### src/rtl/pwm_pkg.sv
// Shared constants and channel-mode helpers for the 16-channel PWM output block.
// Imported by both the timebase and the output mux.
package pwm_pkg;

    localparam logic [7:0] PWM_PERIOD_MAX  = 8'd254;
    localparam logic [7:0] DUTY_FULL       = 8'hFF;
    localparam int         DEFAULT_CLK_DIV = 13;
    localparam int         NUM_CH          = 16;

    typedef enum logic [1:0] {
        OFF,
        STATIC_HIGH,
        PWM
    } ch_mode_e;

    // Output enable dominates: a PWM-selected channel without its output enable stays off.
    function automatic ch_mode_e ch_mode(input logic en_out, input logic en_pwm);
        if (!en_out) begin
            return OFF;
        end
        return en_pwm ? PWM : STATIC_HIGH;
    endfunction

endpackage

### src/rtl/pwm_peripheral_timebase.sv
// Shared PWM timebase: prescaler, 255-step period counter, double-buffered duty
// and the period_start pulse. Produces the common pwm_level for every channel.
module pwm_timebase
    import pwm_pkg::*;
#(
    parameter int CLK_DIV = DEFAULT_CLK_DIV
) (
    input  logic       clk,
    input  logic       rst,
    input  logic [7:0] duty_in,
    output logic       pwm_level,
    output logic       period_start
);

    localparam int                DIV_W    = (CLK_DIV > 1) ? $clog2(CLK_DIV) : 1;
    localparam logic [DIV_W-1:0]  DIV_LAST = DIV_W'(CLK_DIV - 1);

    logic [DIV_W-1:0] div_cnt_q, div_cnt_d;
    logic [7:0]       pwm_cnt_q, pwm_cnt_d;
    logic [7:0]       duty_shadow_q, duty_shadow_d;
    logic             period_start_q, period_start_d;
    logic             tick;
    logic             wrap;

    assign tick = (div_cnt_q == DIV_LAST);
    assign wrap = tick && (pwm_cnt_q == PWM_PERIOD_MAX);

    always_comb begin
        div_cnt_d      = tick ? '0 : div_cnt_q + 1'b1;
        pwm_cnt_d      = pwm_cnt_q;
        duty_shadow_d  = duty_shadow_q;
        period_start_d = wrap;
        if (tick) begin
            pwm_cnt_d = wrap ? 8'd0 : pwm_cnt_q + 8'd1;
        end
        // Duty is only adopted at the period boundary so a period is never cut short.
        if (wrap) begin
            duty_shadow_d = duty_in;
        end
    end

    always_ff @(posedge clk) begin
        if (rst) begin
            div_cnt_q      <= '0;
            pwm_cnt_q      <= '0;
            duty_shadow_q  <= '0;
            period_start_q <= 1'b0;
        end else begin
            div_cnt_q      <= div_cnt_d;
            pwm_cnt_q      <= pwm_cnt_d;
            duty_shadow_q  <= duty_shadow_d;
            period_start_q <= period_start_d;
        end
    end

    // Full-scale duty must never dip low, even at the last counter value.
    assign pwm_level    = (duty_shadow_q == DUTY_FULL) || (pwm_cnt_q < duty_shadow_q);
    assign period_start = period_start_q;

endmodule

### src/rtl/pwm_peripheral.sv
// 16-channel output stage: per-channel off / static-high / PWM select driven from
// the SPI control registers, registered so no input reaches out combinationally.
module pwm_peripheral
    import pwm_pkg::*;
#(
    parameter int CLK_DIV = DEFAULT_CLK_DIV
) (
    input  logic        clk,
    input  logic        rst,
    input  logic [7:0]  en_reg_out_7_0,
    input  logic [7:0]  en_reg_out_15_8,
    input  logic [7:0]  en_reg_pwm_7_0,
    input  logic [7:0]  en_reg_pwm_15_8,
    input  logic [7:0]  pwm_duty_cycle,
    output logic [15:0] out,
    output logic        period_start
);

    logic [NUM_CH-1:0] en_out;
    logic [NUM_CH-1:0] en_pwm;
    logic [NUM_CH-1:0] out_q, out_d;
    logic              pwm_level;

    assign en_out = {en_reg_out_15_8, en_reg_out_7_0};
    assign en_pwm = {en_reg_pwm_15_8, en_reg_pwm_7_0};

    pwm_timebase #(
        .CLK_DIV (CLK_DIV)
    ) u_timebase (
        .clk          (clk),
        .rst          (rst),
        .duty_in      (pwm_duty_cycle),
        .pwm_level    (pwm_level),
        .period_start (period_start)
    );

    genvar gi;
    generate
        for (gi = 0; gi < NUM_CH; gi++) begin : g_ch
            ch_mode_e mode;
            logic     ch_d;

            assign mode = ch_mode(en_out[gi], en_pwm[gi]);

            always_comb begin
                ch_d = 1'b0;
                case (mode)
                    OFF:         ch_d = 1'b0;
                    STATIC_HIGH: ch_d = 1'b1;
                    PWM:         ch_d = pwm_level;
                    default:     ch_d = 1'b0;
                endcase
            end

            assign out_d[gi] = ch_d;
        end
    endgenerate

    always_ff @(posedge clk) begin
        if (rst) begin
            out_q <= '0;
        end else begin
            out_q <= out_d;
        end
    end

    assign out = out_q;

endmodule

### config.mk
export PLATFORM = sky130hd
export DESIGN_NAME = pwm_peripheral
export DESIGN_NICKNAME = d
export VERILOG_FILES = /design/src/rtl/pwm_pkg.sv /design/src/rtl/pwm_peripheral_timebase.sv /design/src/rtl/pwm_peripheral.sv
export SDC_FILE = /design/constraint.sdc
export NUM_CORES = 1
export LEC_CHECK = 0
export CAP_MARGIN = 25
export CORE_UTILIZATION = 27
export DETAILED_ROUTE_END_ITERATION = 6
export PLACE_DENSITY = 0.64
export SLEW_MARGIN = 20
export SYNTH_ARGS = -nofsm -noshare
export SYNTH_HDL_FRONTEND = slang
export SYNTH_SLANG_ARGS = --single-unit
### constraint.sdc
create_clock -name clk -period 3 [get_ports clk]
set_input_delay 0.45 -clock clk [delete_from_list [all_inputs] [get_ports clk]]
set_output_delay 0.45 -clock clk [all_outputs]
set_load 0.005 [all_outputs]
==> results.md <==
### Die
- Cell Rows: 27
- number of primary I/O pins: 59
- initial core utilization: 0.286
- die outline height: 79.0 um
- Chip Width: 79.0 um
- total die area: 0.00625 sq mm
- placeable core area: 0.00561 sq mm

### Drt
- number of nets with antenna violations after routing: 0
- vias after detailed routing: 1,312
- DRC violation count after routing: 0
- final wirelength: 3.35 mm
- post-DR vias/cell: 4.33
- routed wire length per instance: 11.0 um
- first-pass iteration count of the detailed router: 4
- drt first-iter violations: 33

### GRT
- global route overflow: 0
- global-route total usage across every layer: 0.117
- largest net degree at the start of global routing: 22
- vias in the first global route: 1,248
- global-route wire length before repair: 5.67 mm
- number of antenna violations at the first check in global routing: 0

### Layout
- total inserted antenna cells: 0
- leading cell type in the layout, fill and taps excluded: clkdlybuf4s50_1
- summed area of non-filler cells in the final layout: 0.00236 sq mm
- final layout net count: 283
- commonest cells after routing, fill and taps aside: clkdlybuf4s50_1, dfxtp_1, a21oi_1
- share of layout cells above drive strength 1: 0.0649
- fill cell instance count of the final layout: 577
- synth-to-layout area growth: 47.0%

### Clock network
- clock tree from TritonCTS: yes
- Longest Clk Path Bufs: 2
- post-CTS setup-driven buffer insertion count: 0
- number of CTS-inserted buffers: 5
- insertion delay of the later-clocked pin in the worst-skew pair: 0.29 ns
- hold buffer count at CTS: 0
- clock transition at the registers of the reported paths: 0.07 ns
- count of clock tree sinks: 37
- H-tree depth reported by CTS: 2
- # resized after CTS: 0
- CTS root buf: clkbuf_8

### STA
- post-route clock period utilization: 0.595
- final hold slack: 0.481 ns
- Final TNS setup: 0 ns
- crit path setup slack, layout: 1.22 ns
- actual slew at the worst max-slew pin: 0.644 ns
- Final Slew Violations: 0
- Min Clock Period, post-route: 1.78 ns
- final worst clock skew: 0.00891 ns
- final setup violation count: 0
- Highest Clock Rate: 0.561 GHz
- Hold Fails Final Rpt: 0
- Slew headroom: 0.569
- unrepaired setup endpoints after global routing: false

### Place
- Placed Area: 0.00225 sq mm
- quantity of I/O buffers inserted on ports: 58
- total half-perimeter wirelength after legalization and detailed placement: 2.51 mm
- worst slack after detailed placement: 0.875 ns
- final weighted congestion in routability-driven placement: 0.715

### Setup path
- crit path max fanout: 16
- start-to-end type of the worst setup path: reg2reg
- worst-case register-to-register setup slack: 1.22 ns
- endpoint of the most critical register-to-register path: u_timebase.duty_shadow_q[0]
- Worst Reg2Reg Path Length in Cells: 5
- startpoint of the most critical register-to-register path: u_timebase.div_cnt_q[0]
- required time of the worst setup path: 3.16 ns
- signal arrival time at the worst endpoint: 1.94 ns
- type of destination of the critical path: register
- Setup crit start kind: register

### Min path
- hold path startpoint: u_timebase.div_cnt_q[0]
- Worst Hold Class: reg2reg
- cell depth of the worst min-delay path: 1
- endpoint of the worst hold path: u_timebase.div_cnt_q[0]

### Synth
- synthesized area divided by synthesized cell count: 9.54 sq um
- number of synthesis warnings: 0
- library cells used by synthesis: 31
- mapped cell area: 0.00160 sq mm
- portion of the post-synthesis area used by sequential elements: 0.462
- #FFs+latches synth: 37
- total nets after synthesis: 221
- Post-Syn Instances: 168

### Flow run
- count of maximum capacitance violations: 0

### Pwr
- Leakage: 0.000863 uW
- power density of the placed cells: 425 mW/mm^2
- worst supply voltage drop on vdd: 0.236 mV

### Status
- result of the run: finished clean

flip-flops by register name (all words and copies together) (netlist names):
name	cells
u_timebase.div_cnt_q	4
u_timebase.period_start	1
u_timebase.duty_shadow_q	8
u_timebase.pwm_cnt_q	8
out	16
worst max path at each step:
stage	from	to	cells past startpoint
finish	u_timebase.div_cnt_q[0]	u_timebase.duty_shadow_q[0]	5
global route	rst	u_timebase.duty_shadow_q[5]	4
CTS	u_timebase.div_cnt_q[0]	u_timebase.duty_shadow_q[0]	5
detailed placement	rst	u_timebase.duty_shadow_q[3]	4
global placement	rst	u_timebase.duty_shadow_q[6]	4
floorplan	u_timebase.duty_shadow_q[7]	out[0]	7
cell usage after synthesis:
| cell | instances | area (sq um) |
|---|---|---|
| a2111oi_4 | 1 | 27.5 |
| a21o_1 | 1 | 7.51 |
| a21oi_1 | 19 | 95.1 |
| a31oi_1 | 1 | 6.26 |
| a41o_1 | 1 | 10.0 |
| and2_1 | 1 | 6.26 |
| and4_1 | 1 | 8.76 |
| buf_4 | 1 | 7.51 |
| buf_6 | 1 | 11.3 |
| clkbuf_1 | 2 | 7.51 |
| dfxtp_1 | 37 | 741 |
| ha_1 | 11 | 138 |
| inv_1 | 13 | 48.8 |
| nand2_1 | 15 | 56.3 |
| nand2b_1 | 17 | 106 |
| nand2b_4 | 1 | 13.8 |
| nand3_1 | 1 | 5.00 |
| nand4_1 | 4 | 25.0 |
| nand4_4 | 1 | 21.3 |
| nor2_1 | 12 | 45.0 |
| nor3_1 | 3 | 15.0 |
| nor4_4 | 1 | 21.3 |
| o21a_1 | 1 | 7.51 |
| o21ai_0 | 9 | 45.0 |
| o21ai_1 | 1 | 5.00 |
| o31ai_1 | 2 | 15.0 |
| o31ai_4 | 1 | 21.3 |
| o32ai_2 | 1 | 16.3 |
| or4_1 | 1 | 7.51 |
| xnor2_1 | 6 | 52.6 |
| xor2_1 | 1 | 8.76 |
metal layers:
metal / GRT usage / vias up / part of all wire
met5: 0 / - / 0
met4: 0.0600 / 0 / 0.019
met3: 0.0368 / 8 / 0.051
met2: 0.186 / 28 / 0.46
met1: 0.141 / 579 / 0.47
li1: - / 697 / -
cells by family after synthesis:
kind of cell,count (synthesis),share of synthesized area
compound gates,38,0.160
xor+xnor,7,0.0383
fa+ha+maj,11,0.0859
buf+inv,17,0.0468
flops,37,0.462
simple gates,58,0.207
cell type report:
type / instances / area (sq um) / share of cell area
clock buffer: 7 / 96.3 / 0.0409
clock inverter: 1 / 5.00 / 0.00212
inverter: 13 / 48.8 / 0.0207
multi-input combinational: 114 / 787 / 0.334
sequential: 37 / 741 / 0.314
tap: 72 / 90.1 / 0.0382
timing repair buffer: 59 / 588 / 0.250
critical path: stages (launching register included):
cell and delay (ns):
dfxtp_1 0.35, inv_1 0.09, ha_1 0.27, nand4_4 0.21, o31ai_4 0.60, o21ai_0 0.14
metrics by stage:
step,utilization,power [uW],cells
6_report,0.420,1000,303
3_5_place_dp,0.402,625,295
5_1_grt,0.420,1040,303
3_3_place_gp,0.402,625,295
4_1_cts,0.420,1010,303
2_1_floorplan,-,550,168
where the power goes:
group	total [uW]	internal (uW)	leakage (uW)	switching, uW
logic	104	74.0	0.000507	29.9
registers	509	503	0.000301	6.37
clock network	389	208	0.0000542	181
Power figures use the tool's default switching activity.
